File: src/rtl/piano_note_ctrl_if.sv
// Key/speaker bundle for piano_note_ctrl.
// Optional octave_up input exists only when PIANO_OCTAVE_UP_EN is defined.
interface piano_note_ctrl_if #(
    parameter int unsigned NKEYS = 8
);
    logic [NKEYS-1:0] keys;
    logic             speaker;
    logic             note_valid;
    logic [2:0]       note_idx;
`ifdef PIANO_OCTAVE_UP_EN
    logic             octave_up;

    modport master (output keys, output octave_up,
                    input speaker, input note_valid, input note_idx);
    modport slave  (input keys, input octave_up,
                    output speaker, output note_valid, output note_idx);
`else
    modport master (output keys, input speaker, input note_valid, input note_idx);
    modport slave  (input keys, output speaker, output note_valid, output note_idx);
`endif
endinterface

File: src/rtl/piano_note_ctrl.sv
// Debounces NKEYS push-buttons and plays the lowest held key on one shared tone divider.
// Define PIANO_OCTAVE_UP_EN to add the octave_up input, which halves the period at note load.
module piano_note_ctrl #(
    parameter int unsigned NKEYS           = 8,
    parameter int unsigned DEBOUNCE_CYCLES = 500000,
    parameter int unsigned CNT_W           = 19
) (
    input logic              clk,
    input logic              rst_n,
    piano_note_ctrl_if.slave bus
);
    localparam int unsigned DB_W = (DEBOUNCE_CYCLES > 2) ? $clog2(DEBOUNCE_CYCLES) : 1;
    localparam logic [DB_W-1:0] DB_LAST = DB_W'(DEBOUNCE_CYCLES - 1);

    typedef enum logic [1:0] {StIdle, StLoad, StPlay} state_e;

    logic [NKEYS-1:0] sync1_q, sk_q, db_q;
    logic [DB_W-1:0]  db_cnt_q [NKEYS];

    state_e           state_q;
    logic [2:0]       cur_q;
    logic [CNT_W-1:0] half_q, tone_q;
    logic             speaker_q, note_valid_q;
    logic [2:0]       note_idx_q;
    logic [2:0]       lowest;
    logic [CNT_W-1:0] load_half;

    function automatic logic [CNT_W-1:0] half_of(input logic [2:0] idx);
        case (idx)
            3'd0:    half_of = CNT_W'(95555);
            3'd1:    half_of = CNT_W'(85130);
            3'd2:    half_of = CNT_W'(75841);
            3'd3:    half_of = CNT_W'(71585);
            3'd4:    half_of = CNT_W'(63775);
            3'd5:    half_of = CNT_W'(56817);
            3'd6:    half_of = CNT_W'(50618);
            default: half_of = CNT_W'(47777);
        endcase
    endfunction

    always_ff @(posedge clk) begin
        if (!rst_n) begin
            sync1_q <= '0;
            sk_q    <= '0;
            db_q    <= '0;
            for (int i = 0; i < int'(NKEYS); i++) db_cnt_q[i] <= '0;
        end else begin
            sync1_q <= bus.keys;
            sk_q    <= sync1_q;
            for (int i = 0; i < int'(NKEYS); i++) begin
                if (sk_q[i] == db_q[i]) begin
                    db_cnt_q[i] <= '0;
                end else if (db_cnt_q[i] == DB_LAST) begin
                    db_q[i]     <= ~db_q[i];
                    db_cnt_q[i] <= '0;
                end else begin
                    db_cnt_q[i] <= db_cnt_q[i] + 1'b1;
                end
            end
        end
    end

    // Highest index scanned first so the lowest set bit wins.
    always_comb begin
        lowest = 3'd0;
        for (int i = int'(NKEYS) - 1; i >= 0; i--) begin
            if (db_q[i]) lowest = 3'(i);
        end
    end

`ifdef PIANO_OCTAVE_UP_EN
    logic oct1_q, oct_q;

    always_ff @(posedge clk) begin
        if (!rst_n) begin
            oct1_q <= 1'b0;
            oct_q  <= 1'b0;
        end else begin
            oct1_q <= bus.octave_up;
            oct_q  <= oct1_q;
        end
    end

    always_comb begin
        load_half = half_of(cur_q);
        if (oct_q) load_half = ((load_half + CNT_W'(1)) >> 1) - CNT_W'(1);
    end
`else
    always_comb begin
        load_half = half_of(cur_q);
    end
`endif

    always_ff @(posedge clk) begin
        if (!rst_n) begin
            state_q      <= StIdle;
            cur_q        <= 3'd0;
            half_q       <= '0;
            tone_q       <= '0;
            speaker_q    <= 1'b0;
            note_valid_q <= 1'b0;
            note_idx_q   <= 3'd0;
        end else begin
            case (state_q)
                StIdle: begin
                    speaker_q    <= 1'b0;
                    note_valid_q <= 1'b0;
                    tone_q       <= '0;
                    if (|db_q) begin
                        state_q <= StLoad;
                        cur_q   <= lowest;
                    end
                end
                StLoad: begin
                    half_q       <= load_half;
                    tone_q       <= '0;
                    speaker_q    <= 1'b0;
                    note_idx_q   <= cur_q;
                    note_valid_q <= 1'b1;
                    state_q      <= StPlay;
                end
                StPlay: begin
                    // Only a release of the sounding key ends the note; new presses wait.
                    if (!db_q[cur_q]) begin
                        speaker_q    <= 1'b0;
                        note_valid_q <= 1'b0;
                        tone_q       <= '0;
                        if (|db_q) begin
                            state_q <= StLoad;
                            cur_q   <= lowest;
                        end else begin
                            state_q <= StIdle;
                        end
                    end else if (tone_q == half_q) begin
                        tone_q    <= '0;
                        speaker_q <= ~speaker_q;
                    end else begin
                        tone_q <= tone_q + 1'b1;
                    end
                end
                default: state_q <= StIdle;
            endcase
        end
    end

    assign bus.speaker    = speaker_q;
    assign bus.note_valid = note_valid_q;
    assign bus.note_idx   = note_idx_q;
endmodule

File: src/flat_wrapper.sv
// flat-port wrapper written by rule: the top's interface ports become plain ports
module piano_note_ctrl_flat 
#(
    parameter int unsigned NKEYS           = 8,
    parameter int unsigned DEBOUNCE_CYCLES = 500000,
    parameter int unsigned CNT_W           = 19
)
  (clk, rst_n, bus_keys, bus_speaker, bus_note_valid, bus_note_idx);
  piano_note_ctrl_if #(.NKEYS(NKEYS)) bus_i ();
  input logic clk;
  input logic rst_n;
  input wire logic [$bits(bus_i.keys)-1:0] bus_keys;
  output wire logic [$bits(bus_i.speaker)-1:0] bus_speaker;
  output wire logic [$bits(bus_i.note_valid)-1:0] bus_note_valid;
  output wire logic [$bits(bus_i.note_idx)-1:0] bus_note_idx;
  assign bus_i.keys = bus_keys;
  assign bus_speaker = bus_i.speaker;
  assign bus_note_valid = bus_i.note_valid;
  assign bus_note_idx = bus_i.note_idx;
  piano_note_ctrl #(.NKEYS(NKEYS), .DEBOUNCE_CYCLES(DEBOUNCE_CYCLES), .CNT_W(CNT_W)) u_core (.clk(clk), .rst_n(rst_n), .bus(bus_i));
endmodule
File: config.mk
export PLATFORM = sky130hd
export DESIGN_NAME = piano_note_ctrl_flat
export DESIGN_NICKNAME = d
export VERILOG_FILES = /design/src/rtl/piano_note_ctrl_if.sv /design/src/rtl/piano_note_ctrl.sv /design/src/flat_wrapper.sv
export SDC_FILE = /design/constraint.sdc
export NUM_CORES = 1
export LEC_CHECK = 0
export ABC_AREA = 1
export CELL_PAD_IN_SITES_DETAIL_PLACEMENT = 1
export CELL_PAD_IN_SITES_GLOBAL_PLACEMENT = 2
export CORE_ASPECT_RATIO = 0.75
export CORE_MARGIN = 2
export CORE_UTILIZATION = 35
export CTS_CLUSTER_DIAMETER = 40
export DETAILED_ROUTE_END_ITERATION = 12
export MAX_ROUTING_LAYER = met4
export PLACE_DENSITY = 0.77
export SETUP_SLACK_MARGIN = 0.5
export SYNTH_ARGS = -nofsm -noshare
export SYNTH_HDL_FRONTEND = slang
export SYNTH_SLANG_ARGS = --single-unit
export TNS_END_PERCENT = 100
File: constraint.sdc
create_clock -name clk -period 2.3 [get_ports clk]
set_clock_uncertainty 0.1 [all_clocks]
set_input_delay 0.46 -clock clk [delete_from_list [all_inputs] [get_ports clk]]
set_output_delay 0.46 -clock clk [all_outputs]
set_load 0.05 [all_outputs]
======== After elaboration in Yosys (flattened, before gate mapping) ========
Memory sizes are Yosys's and may differ from the RTL's.
Cells that the tools add are included.
operators by class
  equal/unequal tests ..................... 28
  bitwise operators ....................... 41
  reduce and logical (&&, ||, !) cells .... 19
  muxes and demuxes ....................... 139
  add/sub/neg operators ................... 9
  order comparisons ....................... 1
operator list
  kind                                                 count
  2-to-1 mux 19 bit                                    26
  adder 19 x 1 -> 19 bit, second input constant        9
  equality test 19 bit, second input constant          8
  case mux 17 bit (7 select lines)                     1
  2-to-1 mux 1 bit                                     94
  case mux 19 bit (2 select lines)                     1
  2-to-1 mux 3 bit                                     10
  OR 1 bit                                             24
  AND reduction 2 bit                                  12
  equality test 19 bit                                 1
  NOT 1 bit                                            17
  equality test 3 bit, second input constant           3
  equality test 1 bit                                  8
  OR reduction 8 bit                                   1
  equality test 3 x 2 -> 1 bit, second input constant  2
  case mux 2 bit (3 select lines)                      1
  case mux 3 bit (2 select lines)                      1
  < comparator 3 x 4 -> 1 bit, second input constant   1
  2-to-1 mux 2 bit                                     2
  nonzero test 2 bit                                   2
  binary-select mux 1 bit (select 3 bit)               1
  equality test 3 x 1 -> 1 bit, second input constant  1
  zero test 3 bit                                      1
  != test 3 bit, second input constant                 1
  9 further kinds                                      9
word-level totals
  memories ................................ 1
  bits in registers ....................... 72
  logic and storage cells ................. 255
  output and inout bits ................... 5
  bits of input ports ..................... 10
  memory bits (writable) .................. 152
memories
  memory           depth  bits a word  read ports  clocked after Yosys merged registers in  write ports  line                   RTL
  u_core.db_cnt_q  8      19           8           0                                        8            piano_note_ctrl.sv:18  logic [DB_W-1:0] db_cnt_q [NKEYS];

======== Longest topological paths before layout ========
  depth after elaboration ................. 11
  gate-level depth with buffers ........... 12
  gate-level depth less buffers ........... 12

======== Worst setup path after synthesis ========
No wires, ideal clock.
  kind .................................... reg-to-reg
  start ................................... mem u_core.db_cnt_q[0][95] (netlist name)
  end ..................................... mem u_core.db_cnt_q[0][99] (netlist name), data pin
  setup time .............................. 257 ps
  buffers on the path ..................... 1
  stages on the path, launching flop included .. 10
  period minus slack after synthesis ...... 1855 ps
  path slack .............................. 445 ps
  data arrival time ....................... 1499 ps
  path through ............................ edfxtp_1 > ha_1 > nand2_1 > nor2_1 > inv_1 > nor4_2 > nand3_1 > nand2_2 > buf_6 > nor2_1
RTL lines
  element             line
  start: declaration  piano_note_ctrl.sv:18

==> key figures <==
Status
  • Status: complete, no violations

STA
  • Worst slew pin tran: 840.5 ps
  • RSZ-0062 raised after global routing: true
  • Fmax: 524.6 MHz
  • Setup TNS: 0 ps
  • Fin crit share: 82.87%
  • Relative slew slack: 43.97%
  • Final Hold Fails: 0
  • # setup viols final: 0
  • Tmin final: 1906 ps
  • Slew Viols, Final: 0

Floorplan
  • Die H: 164.5 um
  • Die Area: 0.03587 sq mm
  • Die Wd: 218.0 um
  • Initial Utilization: 35.71%
  • # rows: 58
  • Core Box Area: 0.03367 sq mm
  • IO Pins: 15

Setup path
  • Reg-to-reg startpoint: u_core.db_cnt_q[0][19]
  • Critical path endpoint category: flop
  • Reg2Reg Depth: 7
  • Worst Path Required: 2480 ps
  • Crit path from: u_core.db_cnt_q[0][19]
  • Slowest stage cell, crit path: edfxtp_1
  • Reg-to-reg endpoint: u_core.db_cnt_q[0][36]
  • WS Path Type: reg -> reg
  • Internal reg-to-reg setup slack: 390 ps
  • CP cell instances: buf_6 -> nand3_4 -> nor2_4 -> nand4_1 -> nor3_1 -> xor2_1 -> nor2_1
  • CP peak stage delay: 420 ps
  • Max FO, Critical Path: 3
  • WP data arrival: 2090 ps
  • Setup crit start kind: flop

GRT
  • First-pass GRT wire length: 53650 um
  • Pin count of the biggest net entering global routing: 46
  • Gr ovfl total: 0
  • Initial antenna violation count: 0
  • Total Routing Usage GR: 18.85%
  • Vias in the first global route: 10640

Routing
  • Vias: 10960
  • DR WL/cell: 15.07 um
  • DRC: 0
  • Avg Vias per Cell: 4.704
  • Routed Antenna Nets: 0
  • Final wirelength: 35140 um
  • Pre-antenna DRT Iters: 5
  • DRT iter0 DRCs: 543

Synth
  • Yosys reg bits: 222
  • Sequential area share after synthesis: 49.61%
  • Syn avg cell area: 8.152 sq um
  • Mapped Area: 0.01202 sq mm
  • Mapped Cells: 1475
  • Netlist cell types: 47
  • Warnings, synthesis: 0

Final layout
  • Ant diodes: 0
  • Nets: 1870
  • Util after Layout: 53.14%
  • Share of layout cells above drive strength 1: 32.38%
  • Area Growth Syn to Fin: 48.82%
  • Layout Cells excl Fill: 2331
  • Design area: 0.01789 sq mm

Clock network
  • Hold_buf cts: 0
  • CTS tree: done
  • Clk buf depth: 3
  • H-tree levels: 2
  • Clk_lat worst skew: 530 ps
  • Root Driver: clkbuf_16
  • Clk slew on worst S/H paths: 60 ps
  • Num CTS Buffers: 41
  • Clock sink count: 222

Worst hold path
  • Hold Path End: u_core.sync1_q[2]
  • Worst Hold Path Cells: 4
  • Hold Path Origin: rst_n
  • Worst min path class: in -> reg

Flow run
  • Max_cap viols: 0

Power and ir drop
  • Cell Pwr Density: 626.7 mW/mm^2
  • Leak pwr: 7.273 nW
  • Worst IR Drop VDD: 0.5519 mV

Place
  • Post-Place Cells: 2090
  • Placed Area: 0.01337 sq mm
  • Gp weighted congestion: 0.7959
  • Number of port buffers: 14
  • Hpwl dp: 21420 um
-- per-stage QoR --
step	power, mW	hold WS [ps]	setup WS, ps
floorplan	4.807	290.5	489.2
global placement	4.919	293.1	210.0
detailed placement	4.929	300.6	146.6
CTS	11.21	294.9	417.6
global route	11.62	327.5	217.9
finish	11.21	307.2	393.9
-- layer usage --
layer	share of wire, %	routed length (um)	global-route usage (%)	up-vias
li1	-	-	-	5500
met1	49	17350	26.89	5314
met2	46	16210	27.81	98
met3	2.5	895	3.168	52
met4	1.9	680	4.545	0
met5	0	0	-	-
-- timing repair --
action | 4_1_cts | 5_1_grt
endpoints found under the setup margin | 174 | 177
gates resized for setup | 180 | 293
cloned | 6 | 3
pin swaps | 56 | 77
buffers inserted | 71 | 88
-- sequential cells by signal (all words and copies together), names as in the netlist --
| register | count |
|---|---|
| u_core.db_cnt_q | 152 |
| u_core.cur_q | 3 |
| u_core.state_q | 2 |
| u_core.tone_q | 19 |
| u_core.db_q | 8 |
| u_core.sync1_q | 8 |
| u_core.half_q | 17 |
| u_core.bus.note_valid | 1 |
| u_core.sk_q | 8 |
| u_core.bus.note_idx | 3 |
| u_core.bus.speaker | 1 |
-- critical path, delay by kind of cell, from the launching register on --
kind / cells / cell delay [ps]
buf+inv: 1 / 130
simple gates: 5 / 780
xor+xnor: 1 / 230
flops: 1 / 420
-- power breakdown --
| part | switching (mW) | internal (mW) |
|---|---|---|
| Clock | 2.12 | 3.97 |
| Combinational | 0.348 | 0.227 |
| Sequential | 0.142 | 4.40 |
| Total | 2.61 | 8.60 |
-- placed cells by master, fill, tap and decap left out, drive strengths merged, types with 51 or more instances in the layout --
cell type  instances
a21oi             67
buf              188
clkbuf            51
conb             152
dfxtp             70
edfxtp           152
inv              223
nand2            323
nand3             72
nor2             237
nor3              75
xor2              56
-- Yosys cell counts, drive strengths merged --
cell type | count | area, sq um
o21bai | 2 | 22.52
xor2 | 56 | 490.5
dfxtp | 70 | 1401
or3b | 1 | 8.760
and3 | 1 | 6.260
a31o | 1 | 8.760
inv | 218 | 818.3
clkbuf | 7 | 27.52
nand2 | 316 | 1221
o211ai | 3 | 22.52
nor2 | 237 | 994.7
edfxtp | 152 | 4564
nor4 | 25 | 168.9
ha | 9 | 112.6
a211oi | 4 | 30.03
nor3b | 12 | 95.09
a21o | 1 | 7.510
nand3 | 72 | 370.4
xnor2 | 18 | 157.7
nand3b | 2 | 15.01
or2 | 10 | 62.56
a21oi | 67 | 335.3
a31oi | 8 | 50.05
and2 | 2 | 12.51
conb | 1 | 3.750
buf | 15 | 115.1
nor3 | 75 | 390.4
a41oi | 1 | 8.760
clkinv | 2 | 7.510
o21ai | 41 | 205.2
o31ai | 1 | 7.510
nand4 | 45 | 281.5
-- worst max path at each step --
stage / slack [ps] / endpoint
global placement: 210 / u_core.db_cnt_q[0][2]
detailed placement: 150 / u_core.db_cnt_q[0][0]
floorplan: 490 / u_core.db_cnt_q[0][99]
CTS: 420 / bus_speaker
global route: 220 / u_core.db_cnt_q[0][36]
finish: 390 / u_core.db_cnt_q[0][36]
-- kinds of logic (layout without fill, tap and decap cells) --
family,count (synthesis),in the layout,synth area share (%)
compound gates,129,129,5.806
fa+ha+maj,9,9,0.9365
xor+xnor,74,74,5.390
flops,222,222,49.61
other cells,1,152,0.03119
buf+inv,242,490,8.054
simple gates,798,805,30.17
-- cell type report --
class                           count  area, sq um
Clock buffer                       51         1136
Clock inverter                     22        254.0
Timing Repair Buffer              196         1695
Sequential cell                   222         5987
Multi-Input combinational cell   1169         7397
Inverter                          220        845.8
Tap cell                          450        563.0
Timing Repair inverter              1        16.27
Fill cell                        3938        15780
(Power assumes the default switching activity.)
